<file path="src/rtl/alu_pkg.sv">
// ============================================================================
// alu_pkg : ops encoding shared with the ALU control decoder, alu_seq FSM states
// Rev 1.0 : initial release
// ============================================================================
`default_nettype none

package alu_pkg;

  localparam logic [3:0] OP_AND     = 4'b0000;
  localparam logic [3:0] OP_OR      = 4'b0001;
  localparam logic [3:0] OP_ADD     = 4'b0010;
  localparam logic [3:0] OP_MOD     = 4'b0011;
  localparam logic [3:0] OP_NOR     = 4'b0100;
  localparam logic [3:0] OP_MUL     = 4'b0101;
  localparam logic [3:0] OP_SUB     = 4'b0110;
  localparam logic [3:0] OP_XOR     = 4'b0111;
  localparam logic [3:0] OP_DIV     = 4'b1000;
  localparam logic [3:0] OP_SLT     = 4'b1001;
  localparam logic [3:0] OP_UNDEF   = 4'b1010;
  localparam logic [3:0] OP_GEZ     = 4'b1011;
  localparam logic [3:0] OP_BITSWAP = 4'b1100;
  localparam logic [3:0] OP_BNE     = 4'b1101;
  localparam logic [3:0] OP_LUI     = 4'b1110;
  localparam logic [3:0] OP_NOP     = 4'b1111;

  typedef enum logic [1:0] {
    IDLE = 2'd0,
    MUL  = 2'd1,
    DIV  = 2'd2,
    DONE = 2'd3
  } alu_state_e;

endpackage

`default_nettype wire

</file>
<file path="src/rtl/alu_muldiv_iter.sv">
// ============================================================================
// alu_muldiv_iter : iterative shift-add multiplier / restoring divider, WIDTH steps
// Rev 1.0 : initial release
// ============================================================================
`default_nettype none

module alu_muldiv_iter
  import alu_pkg::*;
#(
  parameter int WIDTH = 32,
  parameter int CNT_W = $clog2(WIDTH) + 1
) (
  input  logic             clk,
  input  logic             rst,
  input  logic             start,
  input  logic [3:0]       ops,
  input  logic [WIDTH-1:0] a,
  input  logic [WIDTH-1:0] b,
  output logic             done,
  output logic [WIDTH-1:0] result
);

  // mul: acc = partial product, x = multiplicand, y = multiplier
  // div: acc = remainder,       x = divisor,      y = dividend shifting into quotient
  logic             active_q, active_d;
  logic             div_q, div_d;
  logic             rem_sel_q, rem_sel_d;
  logic [CNT_W-1:0] cnt_q, cnt_d;
  logic [WIDTH-1:0] acc_q, acc_d;
  logic [WIDTH-1:0] x_q, x_d;
  logic [WIDTH-1:0] y_q, y_d;

  logic [WIDTH:0]   w_shifted;
  logic [WIDTH:0]   w_trial;
  logic             w_last;

  assign w_last    = (cnt_q == CNT_W'(WIDTH - 1));
  assign w_shifted = {acc_q, y_q[WIDTH-1]};
  assign w_trial   = w_shifted - {1'b0, x_q};

  always_comb begin
    active_d  = active_q;
    div_d     = div_q;
    rem_sel_d = rem_sel_q;
    cnt_d     = cnt_q;
    acc_d     = acc_q;
    x_d       = x_q;
    y_d       = y_q;
    if (start) begin
      active_d  = 1'b1;
      div_d     = (ops != OP_MUL);
      rem_sel_d = (ops == OP_MOD);
      cnt_d     = '0;
      acc_d     = '0;
      x_d       = (ops == OP_MUL) ? a : b;
      y_d       = (ops == OP_MUL) ? b : a;
    end else if (active_q) begin
      cnt_d = cnt_q + CNT_W'(1);
      if (div_q) begin
        // A borrow out of the trial subtraction means the divisor did not fit.
        if (!w_trial[WIDTH]) begin
          acc_d = w_trial[WIDTH-1:0];
          y_d   = {y_q[WIDTH-2:0], 1'b1};
        end else begin
          acc_d = w_shifted[WIDTH-1:0];
          y_d   = {y_q[WIDTH-2:0], 1'b0};
        end
      end else begin
        acc_d = acc_q + (y_q[0] ? x_q : '0);
        x_d   = x_q << 1;
        y_d   = y_q >> 1;
      end
      if (w_last) begin
        active_d = 1'b0;
      end
    end
  end

  always_ff @(posedge clk) begin
    if (rst) begin
      active_q  <= 1'b0;
      div_q     <= 1'b0;
      rem_sel_q <= 1'b0;
      cnt_q     <= '0;
      acc_q     <= '0;
      x_q       <= '0;
      y_q       <= '0;
    end else begin
      active_q  <= active_d;
      div_q     <= div_d;
      rem_sel_q <= rem_sel_d;
      cnt_q     <= cnt_d;
      acc_q     <= acc_d;
      x_q       <= x_d;
      y_q       <= y_d;
    end
  end

  // Result of the final step is offered combinationally so the FSM can register it on the same edge.
  assign done   = active_q && w_last;
  assign result = (div_q && !rem_sel_q) ? y_d : acc_d;

endmodule

`default_nettype wire

</file>
<file path="src/rtl/alu_seq.sv">
// ============================================================================
// alu_seq : multi-cycle ALU with start/done handshake; ALU_OVF_EN adds ovf output
// Rev 1.0 : initial release
// ============================================================================
`default_nettype none

module alu_seq
  import alu_pkg::*;
#(
  parameter int WIDTH = 32,
  parameter int CNT_W = $clog2(WIDTH) + 1
) (
  input  logic             clk,
  input  logic             rst,
  input  logic             start,
  input  logic [3:0]       ops,
  input  logic [WIDTH-1:0] a,
  input  logic [WIDTH-1:0] b,
  output logic [WIDTH-1:0] result,
  output logic             zero,
  output logic             busy,
  output logic             done
`ifdef ALU_OVF_EN
  ,
  output logic             ovf
`endif
);

  alu_state_e       state_q, state_d;
  logic [WIDTH-1:0] result_q, result_d;
  logic             zero_q, zero_d;
  logic             busy_q, busy_d;
  logic             done_q, done_d;
  logic             md_start;
  logic             md_done;
  logic [WIDTH-1:0] md_result;
  logic [WIDTH-1:0] single_res;
  logic [WIDTH-1:0] w_sum;
  logic [WIDTH-1:0] w_diff;
  logic [WIDTH-1:0] w_swap;

  assign w_sum  = a + b;
  assign w_diff = a - b;

  always_comb begin
    w_swap = '0;
    for (int i = 0; i < WIDTH; i++) begin
      w_swap[i] = a[WIDTH-1-i];
    end
  end

  always_comb begin
    single_res = '0;
    case (ops)
      OP_AND:     single_res = a & b;
      OP_OR:      single_res = a | b;
      OP_ADD:     single_res = w_sum;
      OP_NOR:     single_res = ~(a | b);
      OP_SUB:     single_res = w_diff;
      OP_XOR:     single_res = a ^ b;
      OP_SLT:     single_res = {{(WIDTH-1){1'b0}}, ($signed(a) < $signed(b))};
      OP_GEZ:     single_res = {{(WIDTH-1){1'b0}}, ~a[WIDTH-1]};
      OP_BITSWAP: single_res = w_swap;
      OP_BNE:     single_res = {{(WIDTH-1){1'b0}}, (a != b)};
      OP_LUI:     single_res = b << (WIDTH / 2);
      default:    single_res = '0;
    endcase
  end

`ifdef ALU_OVF_EN
  logic ovf_q, ovf_d;
  logic single_ovf;

  always_comb begin
    single_ovf = 1'b0;
    if (ops == OP_ADD) begin
      single_ovf = (a[WIDTH-1] == b[WIDTH-1]) && (w_sum[WIDTH-1] != a[WIDTH-1]);
    end else if (ops == OP_SUB) begin
      single_ovf = (a[WIDTH-1] != b[WIDTH-1]) && (w_diff[WIDTH-1] != a[WIDTH-1]);
    end
  end
`endif

  always_comb begin
    state_d  = state_q;
    result_d = result_q;
    zero_d   = zero_q;
    busy_d   = busy_q;
    done_d   = 1'b0;
    md_start = 1'b0;
`ifdef ALU_OVF_EN
    ovf_d    = ovf_q;
`endif
    case (state_q)
      IDLE: begin
        busy_d = 1'b0;
        if (start) begin
          if (ops == OP_MUL || ops == OP_DIV || ops == OP_MOD) begin
            md_start = 1'b1;
            busy_d   = 1'b1;
            state_d  = (ops == OP_MUL) ? MUL : DIV;
          end else begin
            result_d = single_res;
            zero_d   = (single_res == '0);
            done_d   = 1'b1;
            state_d  = DONE;
`ifdef ALU_OVF_EN
            ovf_d    = single_ovf;
`endif
          end
        end
      end
      MUL, DIV: begin
        if (md_done) begin
          result_d = md_result;
          zero_d   = (md_result == '0);
          busy_d   = 1'b0;
          done_d   = 1'b1;
          state_d  = DONE;
`ifdef ALU_OVF_EN
          ovf_d    = 1'b0;
`endif
        end
      end
      DONE: begin
        state_d = IDLE;
      end
      default: begin
        state_d = IDLE;
      end
    endcase
  end

  always_ff @(posedge clk) begin
    if (rst) begin
      state_q  <= IDLE;
      result_q <= '0;
      zero_q   <= 1'b1;
      busy_q   <= 1'b0;
      done_q   <= 1'b0;
`ifdef ALU_OVF_EN
      ovf_q    <= 1'b0;
`endif
    end else begin
      state_q  <= state_d;
      result_q <= result_d;
      zero_q   <= zero_d;
      busy_q   <= busy_d;
      done_q   <= done_d;
`ifdef ALU_OVF_EN
      ovf_q    <= ovf_d;
`endif
    end
  end

  alu_muldiv_iter #(
    .WIDTH (WIDTH),
    .CNT_W (CNT_W)
  ) u_muldiv (
    .clk    (clk),
    .rst    (rst),
    .start  (md_start),
    .ops    (ops),
    .a      (a),
    .b      (b),
    .done   (md_done),
    .result (md_result)
  );

  assign result = result_q;
  assign zero   = zero_q;
  assign busy   = busy_q;
  assign done   = done_q;
`ifdef ALU_OVF_EN
  assign ovf    = ovf_q;
`endif

endmodule

`default_nettype wire

</file>
<file path="config.mk">
export PLATFORM = sky130hd
export DESIGN_NAME = alu_seq
export DESIGN_NICKNAME = d
export VERILOG_FILES = /design/src/rtl/alu_pkg.sv /design/src/rtl/alu_muldiv_iter.sv /design/src/rtl/alu_seq.sv
export SDC_FILE = /design/constraint.sdc
export NUM_CORES = 1
export LEC_CHECK = 0
export CAP_MARGIN = 10
export CORE_MARGIN = 1.5
export CORE_UTILIZATION = 45
export CTS_BUF_LIST = sky130_fd_sc_hd__clkbuf_8
export DETAILED_ROUTE_END_ITERATION = 7
export DONT_BUFFER_PORTS = 1
export GPL_TIMING_DRIVEN = 0
export PLACE_DENSITY_LB_ADDON = 0.25
export SYNTH_ARGS = -nofsm -noshare
export SYNTH_HDL_FRONTEND = slang
export SYNTH_SLANG_ARGS = --single-unit
</file>
<file path="constraint.sdc">
create_clock -name clk -period 6.7 [get_ports clk]
set_input_delay 0.67 -clock clk [delete_from_list [all_inputs] [get_ports clk]]
set_output_delay 0.67 -clock clk [all_outputs]
set_load 0.03 [all_outputs]
</file>
### After elaboration in Yosys (flattened, before gate mapping)

Index checks and enable logic that the tools add are counted.

| word-level totals | value |
|---|---|
| flip-flop bits (word level) | 142 |
| latch bits | 0 |
| bits in writable memories | 0 |
| memory bits (read-only) | 0 |
| input bits | 71 |
| output and inout bits | 35 |
| logic and storage cells | 104 |
| memories | 0 |

| cells by class | value |
|---|---|
| $add $sub $neg | 5 |
| $mul | 0 |
| div/mod/pow operators | 0 |
| $lt $le $gt $ge | 1 |
| equality and inequality tests | 23 |
| shift operators | 0 |
| multiplexer cells | 41 |
| bitwise operators | 5 |
| reductions and logical operators | 17 |

Operators by type and width:

| kind | number |
|---|---|
| $mux 32 | 17 |
| $pmux 32 s11 | 1 |
| $add 32x32->32 | 2 |
| $logic_not 32->1 | 2 |
| $pmux 32 s2 | 1 |
| $sub 33x32->33 | 1 |
| $and 32x32->32 | 1 |
| $lt 32x32->1 | 1 |
| $ne 32x32->1 | 1 |
| $not 32->32 | 1 |
| $or 32x32->32 | 1 |
| $sub 32x32->32 | 1 |
| $xor 32x32->32 | 1 |
| $eq 4x4->1 const B | 6 |
| $eq 4x3->1 const B | 4 |
| $mux 1 | 14 |
| $eq 4x2->1 const B | 2 |
| $mux 2 | 4 |
| $ne 2x2->1 const B | 4 |
| $add 6x1->6 const B | 1 |
| $eq 6x5->1 const B | 1 |
| $pmux 1 s2 | 3 |
| $pmux 2 s3 | 1 |
| $reduce_and 2->1 | 3 |
| 13 further kinds | 18 |

### Depth between registers and ports, before layout

| depth | value |
|---|---|
| depth after elaboration | 11 |
| depth in mapped cells | 18 |
| mapped depth without buffers | 17 |

### Modules after synthesis

A second synthesis with hierarchy kept.

| second synthesis, totals | value |
|---|---|
| cell total of the unflattened synthesis | 2583 |
| area total of the unflattened synthesis | 18395.1 sq um |

By module, submodules not included:

| module | times used | cells each | area an instance (sq um) | seq. area each (sq um) |
|---|---|---|---|---|
| alu_muldiv_iter | 1 | 1381 | 10241.1 | 2102.0 |
| alu_seq | 1 | 1202 | 8154.1 | 740.7 |

### Worst setup path after synthesis

Ideal clock, no wire load.

| timing path | value |
|---|---|
| path kind | input -> register |
| start | in a[1] |
| end | reg zero_q (netlist: zero) |
| library setup time | 125 ps |
| arrival time | 3701 ps |
| required time | 6575 ps |
| setup slack | 2874 ps |
| stages on the path | 15 |
| buffers on the path | 0 |
| path through | inv_1 > ha_1 > or2_2 > a211o_1 > a21oi_1 > a21oi_1 > o41ai_1 > a221oi_1 > nand3b_1 > a22oi_1 > o21ai_1 > nand2_1 > nor4_1 > and3_1 > o41a_1 |

| between the ends | value |
|---|---|
| longest elaborated chain between the ends | 7 |
| elaborated cells between the ends (all ways) | 18 |
| those cells by class | 2 x add/sub; 1 x order compare; 1 x eq/ne; 8 x mux; 4 x bitwise; 2 x reduce/logical |

Ends and longest elaborated chain:

| item | line | RTL |
|---|---|---|
| from (decl) | alu_seq.sv:17 | `input logic [WIDTH-1:0] a,` |
| parallel branches: the longest is 6 deep, another holds $sub 32x32->32 | -- |  |
| $pmux 1 s2 (*) | alu_seq.sv:94 | `case (state_q)` |
| to (signal assigned) | alu_seq.sv:147 | `zero_q <= zero_d;` |
| to (decl) | alu_seq.sv:31 | `logic zero_q, zero_d;` |

Mark *: on every way between the ends. The select of a mux whose other input is x is not followed.
A chain may end at the register's enable or synchronous reset.

### Worst setup path in the final report

| timing path | value |
|---|---|
| start | reg u_muldiv.y_q[31] |
| end | reg zero_q (netlist: zero) |

| between the ends | value |
|---|---|
| longest elaborated chain between the ends | 9 |
| elaborated cells between the ends (all ways) | 13 |
| those cells by class | 1 x add/sub; 11 x mux; 1 x reduce/logical |

Ends and longest elaborated chain:

| item | line | RTL |
|---|---|---|
| from (decl) | alu_muldiv_iter.sv:31 | `logic [WIDTH-1:0] y_q, y_d;` |
| from (signal assigned) | alu_muldiv_iter.sv:95 | `y_q <= y_d;` |
| $sub 33x32->33 | alu_muldiv_iter.sv:39 | `assign w_trial = w_shifted - {1'b0, x_q};` |
| $mux 32 / $mux 1 (equally long branches) | alu_muldiv_iter.sv:61 | `if (!w_trial[WIDTH]) begin` |
| $mux 32 | alu_muldiv_iter.sv:59 | `if (div_q) begin` |
| $mux 32 | alu_muldiv_iter.sv:57 | `end else if (active_q) begin` |
| $mux 32 | alu_muldiv_iter.sv:49 | `if (start) begin` |
| $mux 32 (*) | alu_muldiv_iter.sv:101 | `assign result = (div_q && !rem_sel_q) ? y_d : acc_d;` |
| $logic_not 32->1 (*) | alu_seq.sv:116 | `zero_d = (md_result == '0);` |
| $mux 1 (*) | alu_seq.sv:114 | `if (md_done) begin` |
| $pmux 1 s2 (*) | alu_seq.sv:94 |  |

Mark *: on every way between the ends. The rest lies on a longest branch, timed or not. The select of a mux whose other input is x is not followed.

==> flow_summary.yaml <==
run_status:
  status: "complete, but fails checks"
  failed_checks: "capacitance limit, slew limit"
synthesis:
  synth_compound_area_share_pct: 34.4
  ys.flop_type: "dfxtp_1"
  synth-simple-area-share_pct: 22.2
  synth_area_um2: 18600
  synthCells: 2589
  async_reset_ff_share_pct: 0
  yosys.area_share.adder_pct: 12.1
  synth_xor_xnor_area_share_pct: 2.63
  synth-edff-count: 0
  ys_seq_area_share_pct: 15.3
  synth_top_family_by_area: "compound AO/OA/AOI/OAI gates"
  ys_warn_count: 0
  synth_nets: 2838
  syn_avg_cell_area_um2: 7.19
  synthDistinctLibCells: 104
  synth_seq_cells: 142
  synth_mux_area_share_pct: 6.40
sta:
  setup_viol: 0
  worst_slew_pin_slew_ns: 1.49
  tns_ns: 0
  period_needed_ns: 5.97
  hold_slack_ns: 0.416
  finalMaxSlewViolations: 1
  timing.final.crit_share_pct: 89.1
  clock_skew_ns: 0.0161
  setup_slack_ns: 0.730
  relSlewSlack_pct: -0.207
  rsz0062_at_grt: "no"
  clock.fmax_mhz: 167
  hold_viol: 0
floorplanning:
  core-area_um2: 40800
  fp.dieW_um: 206
  die_h_um: 206
  boundaryPins: 106
  die-area_um2: 42600
  start_util_pct: 45.6
  fp-row-count: 74
flow_run:
  cap_violations: 1
grt:
  track_usage_pct: 44.1
  grt_pass1_wl_mm: 137
  antenna_found_initial: 1
  grt_max_degree: 17
  first_global_vias: 20700
  grt-ovfl-total: 0
cells_and_area:
  area_delta_synth_final_pct: 6.04
  fill_cells: 4215
  n_antenna_cell: 0
  most-common-layout-cells: "nor2_1, a21oi_1, nand2_1, ha_1, o21ai_0"
  layout_commonest_cell: "nor2_1"
  drive_above_1_share_pct: 5.80
  nets: 2858
  design_area_um2: 19700
clocking:
  cts_tree: "yes"
  cts_sinks: 142
  insertion_delay_ns: 0.49
  cts_hold_buf: 0
  clk_path_buf_depth: 2
  postCtsSetupRepairBufs: 0
  cts_made_buffers: 17
  path_clk_slew_ns: 0.09
  post_cts_resized: 0
  cts-htree-levels: 4
  cts_root_buf: "clkbuf_8"
setup_path:
  cp.required_ns: 7.08
  crit_arrival_ns: 6.35
  crit_family: "compound AO/OA/AOI/OAI gates"
  worst-path-buf-inv: 2
  cp_max_fo: 10
  cp_slowest_stage_delay_ns: 1.20
  critical_path_class: "reg -> reg"
  path_cells: "inv_1 > ha_1 > inv_1 > fa_1 > a211oi_2 > nor2_1 > o31a_1 > o211ai_1 > a21oi_4 > nor3_1 > nand2_1 > a211oi_1 > or4_1 > nor4_1 > nand4_1 > nor3_1 > o41a_1"
  cp-start-kind: "register"
  cpMaxStageDelayCell: "nor3_1"
  end_kind: "register"
placed_design:
  numPortBuffers: 0
  place.gp.congestion: 1.06
  hpwlAfterDp_mm: 76.4
  place_ws_ns: 1.18
  place_area_um2: 19300
power_and_ir_drop:
  power_frac_seq_pct: 25.3
  ir_worst_vdd_mv: 0.161
  pwr-share-comb_pct: 59.1
  p_int_w: 0.00230
  p_per_area_nw_per_um2: 253
  clkPwrFrac_pct: 15.6
  p_leak_nw: 7.71
  netSwitchingPower_w: 0.00268
  swShare_pct: 53.8
drt:
  antenna_left: 0
  firstDrtPassIters: 8
  vias: 21900
  wirelength_mm: 95.6
  drcViolationCount: 0
  viasPerCell: 6.93
  drt_iter0_markers: 3074
  wire_per_inst_um: 30.3
worst_hold_path:
  min_path_type: "in -> reg"
[layout make-up]
cell class                      count  area, µm²  area share (%)
Buffer                            181        764            3.87
Clock buffer                       18        248            1.25
Clock inverter                     13        176           0.894
Inverter                          142        533            2.70
Multi-Input combinational cell   2124      14500            73.5
Sequential cell                   142       2840            14.4
Tap cell                          532        666            3.37
Timing Repair Buffer                1       11.3          0.0570
[power by group through the flow]
| stage | Clock, W | Combinational [W] | Sequential, W |
|---|---|---|---|
| floorplan | 0 | 0.00190 | 0.00122 |
| global placement | 0 | 0.00279 | 0.00127 |
| detailed placement | 0 | 0.00281 | 0.00127 |
| CTS | 0.000772 | 0.00283 | 0.00125 |
| global route | 0.000805 | 0.00310 | 0.00127 |
| finish | 0.000778 | 0.00295 | 0.00126 |
[per-layer routing]
| metal | wire, µm | share of wire [%] | GRT usage [%] | vias up |
|---|---|---|---|---|
| met4 | 8620 | 9.0 | 34.2 | 2 |
| met3 | 10200 | 11 | 10.2 | 394 |
| met5 | 19 | 0.020 | 0.357 | - |
| li1 | - | - | - | 9699 |
| met1 | 34300 | 36 | 50.6 | 10300 |
| met2 | 42400 | 44 | 70.7 | 1437 |
[state kept, by name, indices dropped and copies added (netlist names)]
| signal | cells |
|---|---|
| u_muldiv.rem_sel_q | 1 |
| u_muldiv.y_q | 32 |
| busy | 1 |
| u_muldiv.acc_q | 32 |
| state_q | 2 |
| u_muldiv.active_q | 1 |
| done | 1 |
| result | 32 |
| u_muldiv.cnt_q | 6 |
| zero | 1 |
| u_muldiv.div_q | 1 |
| u_muldiv.x_q | 32 |
[cells by family (layout without fill, tap and decap cells)]
logic type | count (synthesis) | count (layout)
AO/OA/AOI/OAI | 936 | 936
XOR/XNOR | 56 | 56
adder cells (fa/ha/maj) | 178 | 178
buffers and inverters | 323 | 355
flip-flops | 142 | 142
multiplexers | 118 | 118
AND/OR/NAND/NOR | 836 | 836
[final timing paths]
| kind | depth (start not counted) | to | from | slack (ns) |
|---|---|---|---|---|
| min | 2 | zero | rst | 0.42 |
| max | 17 | zero | u_muldiv.y_q[31] | 0.73 |
| min reg2reg | 2 | state_q[1] | state_q[1] | 0.52 |
| max reg2reg | 17 | zero | u_muldiv.y_q[31] | 0.73 |
[Yosys cell counts, types with 27 or more instances]
master | instances | area [µm²]
a22oi_1 | 27 | 203
a21o_1 | 47 | 353
nor4_1 | 27 | 169
a211oi_1 | 104 | 781
inv_1 | 141 | 529
nor3_1 | 72 | 360
buf_2 | 47 | 235
a31oi_1 | 29 | 181
nand4_1 | 30 | 188
o211ai_1 | 70 | 526
o21ai_0 | 155 | 776
and2_1 | 44 | 275
nand3_1 | 39 | 195
mux2i_1 | 109 | 1090
a21oi_1 | 216 | 1080
ha_1 | 174 | 2180
nor2_1 | 263 | 987
dfxtp_1 | 142 | 2840
nand2_1 | 184 | 691
clkbuf_1 | 115 | 432
nor2b_1 | 43 | 269
xnor2_1 | 34 | 298
[per-stage QoR]
step / total power (W) / util (%) / cells
after floorplan: 0.00312 / - / 2589
after global placement: 0.00406 / 47.2 / 3121
after detailed placement: 0.00408 / 47.3 / 3122
after CTS: 0.00485 / 48.4 / 3153
after global routing: 0.00517 / 48.4 / 3153
final: 0.00499 / 48.4 / 3153
Note: power is estimated with default switching activity, not from simulation.
==> variant 1, RTL diff (config.mk and constraints unchanged) <==
`WIDTH` is set to 32 in 2 places; all go to 16.
--- a/src/rtl/alu_muldiv_iter.sv
+++ b/src/rtl/alu_muldiv_iter.sv
@@ -8,5 +8,5 @@
   import alu_pkg::*;
 #(
-  parameter int WIDTH = 32,
+  parameter int WIDTH = 16,
   parameter int CNT_W = $clog2(WIDTH) + 1
 ) (
--- a/src/rtl/alu_seq.sv
+++ b/src/rtl/alu_seq.sv
@@ -8,5 +8,5 @@
   import alu_pkg::*;
 #(
-  parameter int WIDTH = 32,
+  parameter int WIDTH = 16,
   parameter int CNT_W = $clog2(WIDTH) + 1
 ) (
Interface: changed (resized a, b and result); port bits go from 106 to 58. The function was not compared with the original's and may differ.
==> variant 1 against the original RTL <==
  * Cell area shrank 50%
  * Synthesized area shrank 50%
  * Wire length shrank 60%
  * Critical path depth shrank 2
  * Total power shrank 54%
  * Sequential power shrank 47%
  * Critical path type unchanged
  * Largest cell class unchanged
  * Setup slack gained 1.7 ns
  * Critical endpoint unchanged
  * Utilization grew 0.33 points
  * Sequential cell count shrank 65
==> variant 1: results (changes against the original RTL) <==
[finish]
final_cells=1571  ; -50%
layout-drive-gt1-share_pct=6.15  ; +0.35 points
multi_input_area_share_pct=72.0  ; -1.4 points
clkbuf_count=10  ; -8
clkCellAreaFrac_pct=2.49  ; +0.34 points
fill_cells=2101  ; -50%
seq_share_pct=15.7  ; +1.3 points
multi_input_gates=1048  ; -51%

[routing]
drtIter0Drc=1365  ; -56%
top_layer_used=met4
dr_wl_met2_um=15600  ; -63%
first_pass_iters=6  ; -2
via_count=10300  ; -53%
wl_um=37900  ; -60%

[synthesis]
synth_cell_types=97  ; -6.7%
ys_ff_latch=77  ; -46%
ys_seq_area_share_pct=16.6  ; +1.4 points
synth_common_cells=169 x nor2_1, 121 x a21oi_1, 91 x nand2_1, 90 x ha_1
syn-instance-count=1286  ; -50%
synthTopCellsByArea=dfxtp_1 17%, ha_1 12%, nor2_1 6.8%

[global_route]
antenna_found_initial=0  ; -1
grt_use_met3_pct=9.13  ; -1.1 points
met2_usage_pct=49.9  ; -21 points
gr-usage-met1_pct=47.7  ; -2.9 points
first_global_vias=9479  ; -54%
grt_pass1_wl_um=56800  ; -59%

[clocking]
h-tree-depth=3  ; -1
cts_buffers=9  ; -8
clk_latency_ns=0.37  ; -0.12 ns

[run_status]
status=completed

[worst_setup_path]
critPathMaxFanout=9  ; -1
crit_slowest_cell=a211oi_1
cpPeakStageDelay_ns=0.50  ; -0.70 ns

[sta]
fin_skew_ns=0.0109  ; -0.00521 ns
worstMarginPinSlew_ns=1.13  ; -0.363 ns
fin_ws_ns=2.42  ; +1.69 ns

[placement]
place_ws_ns=2.34  ; +1.16 ns
gp_congestion=1.02  ; -4.0%
placed_cell_area_um2=9600  ; -50%

[pwr]
power_switching_share_pct=48.2  ; -5.6 points
vdd_drop_max_mv=0.125  ; -22%

[worst_hold_path]
hold_path_class=register to register

## variant 1: changes by cell type in the layout (fill, tap and decap cells not counted), sizes merged, moves of 68 or more
cell   unedited run  this run
a21oi           219       121
nand2           185        93
inv             146        78
o21ai           163        71
ha              174        90
mux2i           109        26
nor2            264       170
## variant 1: power by group through the flow
stage / logic (uW) / clock network, uW / registers [uW]
final: 1150 / 446 / 670
after global routing: 1250 / 470 / 680
after CTS: 1120 / 448 / 669
after detailed placement: 1110 / 0 / 680
after global placement: 1110 / 0 / 678
after floorplan: 822 / 0 / 661
## variant 1: logic make-up after synthesis
group	share of synthesized area [%]
DFF	16.6
muxes	3.71
adders and majority gates	13.0
xor gates and xnor gates	2.55
buffers and inverters	6.82
and+or+nand+nor	24.0
AOI/OAI and AO/OA	33.2
## variant 1: final timing paths
check	cells past startpoint	end	startpoint
hold reg to reg	2	state_q[1]	state_q[1]
setup reg to reg	15	zero	u_muldiv.y_q[15]
setup / recovery	15	zero	u_muldiv.y_q[15]
hold / removal	2	state_q[1]	state_q[1]
==> variant 2, RTL diff (same flow settings) <==
Without the edit above. Make the reset (`rst`) asynchronous in 2 clocked blocks.
--- a/src/rtl/alu_muldiv_iter.sv
+++ b/src/rtl/alu_muldiv_iter.sv
@@ -77,5 +77,5 @@
   end
 
-  always_ff @(posedge clk) begin
+  always_ff @(posedge clk or posedge rst) begin
     if (rst) begin
       active_q  <= 1'b0;
--- a/src/rtl/alu_seq.sv
+++ b/src/rtl/alu_seq.sv
@@ -132,5 +132,5 @@
   end
 
-  always_ff @(posedge clk) begin
+  always_ff @(posedge clk or posedge rst) begin
     if (rst) begin
       state_q  <= IDLE;
Function: differs if rst is asserted again (counterexample within 4 cycles, from zero or initial values and one cycle with rst high); with rst held inactive, the same outputs for 4 cycles.
==> variant 2 against the original RTL <==
  * The flow finishes with violations (design-rule violations)
  * Sequential cell count unchanged
  * Setup slack got worse by 0.090 ns
  * Cell area increased by 2.0%
  * Non-clock buffer count decreased by 2
  * Wire length increased by 4.4%
  * Critical path depth decreased by 1
  * Synthesized area increased by 2.0%
  * Synthesized cell count increased by 0.81%
  * Fmax decreased by 1.5%
  * First-iteration DRC count increased by 9.2%
  * Critical path type unchanged
  * Largest cell class unchanged
  * Highest routed layer unchanged
Power is not compared: it rests on default switching activity, and its combinational part moved more than twofold at a synthesized area within 25%.
==> variant 2: results (changes against the original RTL) <==
[run_status]
violations=design-rule violations
status=complete, but fails checks

[routing]
wl_um=99800  ; +4.4%
via_per_inst=6.97  ; +0.55%
drtIter0Drc=3357  ; +9.2%
drc=2  ; +2

[worst_setup_path]
cpPeakStageDelay_ns=0.86  ; -0.34 ns
crit_slowest_cell=o41ai_1
r2r_slack_ns=0.64  ; -0.09 ns
r2r_cells=16  ; -1

[sta]
fin_skew_ns=0.0165  ; +0.000368 ns
max_slew_margin_pct=11.1  ; +11 points

[global_route]
grt_max_degree=79  ; +62
grtUsageTotal_pct=44.9  ; +0.80 points
first_global_vias=21300  ; +2.9%
grt_pass1_wl_um=144000  ; +4.9%

[synthesis]
async_reset_ff_share_pct=100  ; +100 points
synth_cell_types=114  ; +9.6%
ys_seq_area_share_pct=18.7  ; +3.4 points
synth_common_cells=283 x nand2_1, 266 x nor2_1, 208 x a21oi_1, 176 x o21ai_0, 174 x ha_1
post-synth-top-area-cell=dfrtp_1
syn_nets=2859  ; +0.74%
synthTopCellsByArea=dfrtp_1 19%, ha_1 11%, nand2_1 5.6%

[placement]
hpwl_um=80400  ; +5.3%
gp_congestion=1.07  ; +0.92%

[finish]
layout-drive-gt1-share_pct=4.62  ; -1.2 points

[worst_hold_path]
hold_path_class=input pin to async pin

## variant 2: cell count changes after synthesis, sizes merged, moves of 19 or more
cell / change
a211oi: -43
a31oi: +31
buf: -21
dfrtp: +141
dfxtp: -142
mux2i: -50
nand2: +99
nand3: +28
o21ai: +19
## variant 2: logic make-up (layout without fill, tap and decap cells)
kind of cell / Yosys count / after routing / share of synthesized area (%)
compound gates: 920 / 920 / 32.9
xor+xnor: 57 / 57 / 2.63
fa+ha+maj: 178 / 178 / 11.9
buf+inv: 322 / 355 / 7.08
flops: 142 / 142 / 18.7
mux: 68 / 68 / 3.66
simple gates: 923 / 923 / 23.2
## variant 2: final cells by class
cell class                      count  area, um^2
Multi-Input combinational cell   2146       14100
Tap cell                          539         674
Clock inverter                     13         166
Inverter                          144         546
Buffer                            178         805
Clock buffer                       18         248
Timing Repair Buffer                2        35.0
Sequential cell                   142        3550
Fill cell                        4265       21600
## variant 2: metrics by stage
| stage | hold WS (ns) | std cells | setup slack [ns] | instance area [um^2] |
|---|---|---|---|---|
| 6_report | 0.190 | 3182 | 0.640 | 20100 |
| 3_3_place_gp | 0.538 | 3149 | 0.572 | 19700 |
| 4_1_cts | 0.205 | 3182 | 1.01 | 20100 |
| 2_1_floorplan | 0.503 | 2610 | 2.22 | 19000 |
| 5_1_grt | 0.240 | 3182 | 0.662 | 20100 |
| 3_5_place_dp | 0.560 | 3151 | 0.944 | 19700 |
## variant 2: layer usage
metal | track usage (%) | share of wire, %
met4 | 36.9 | 9.8
met1 | 51.9 | 36
met3 | 10.6 | 11
met5 | 0 | 0.0090
met2 | 70.9 | 44
## variant 2: worst paths after layout
path | to
max in group asynchronous | u_muldiv.cnt_q[2]
min in group clk | state_q[1]
min | u_muldiv.x_q[0]
min reg2reg | u_muldiv.cnt_q[5]
max | zero
max reg2reg | zero
## variant 2: power groups by stage
| stage | Clock (uW) | Sequential, uW | Combinational (uW) |
|---|---|---|---|
| global placement | 0 | 1970 | 7830 |
| finish | 747 | 1990 | 8370 |
| CTS | 738 | 1960 | 7970 |
| global route | 772 | 2010 | 8820 |
| detailed placement | 0 | 1970 | 7910 |
| floorplan | 0 | 1750 | 5500 |
## variant 2: worst max-delay path: cells and delay by family, from the launching register on
kind / cells / cell delay (ns)
and+or+nand+nor: 6 / 1.35
adders and majority gates: 1 / 0.23
xor gates and xnor gates: 1 / 0.19
DFF: 1 / 0.68
AOI/OAI and AO/OA: 6 / 3.04
buffers and inverters: 2 / 0.54
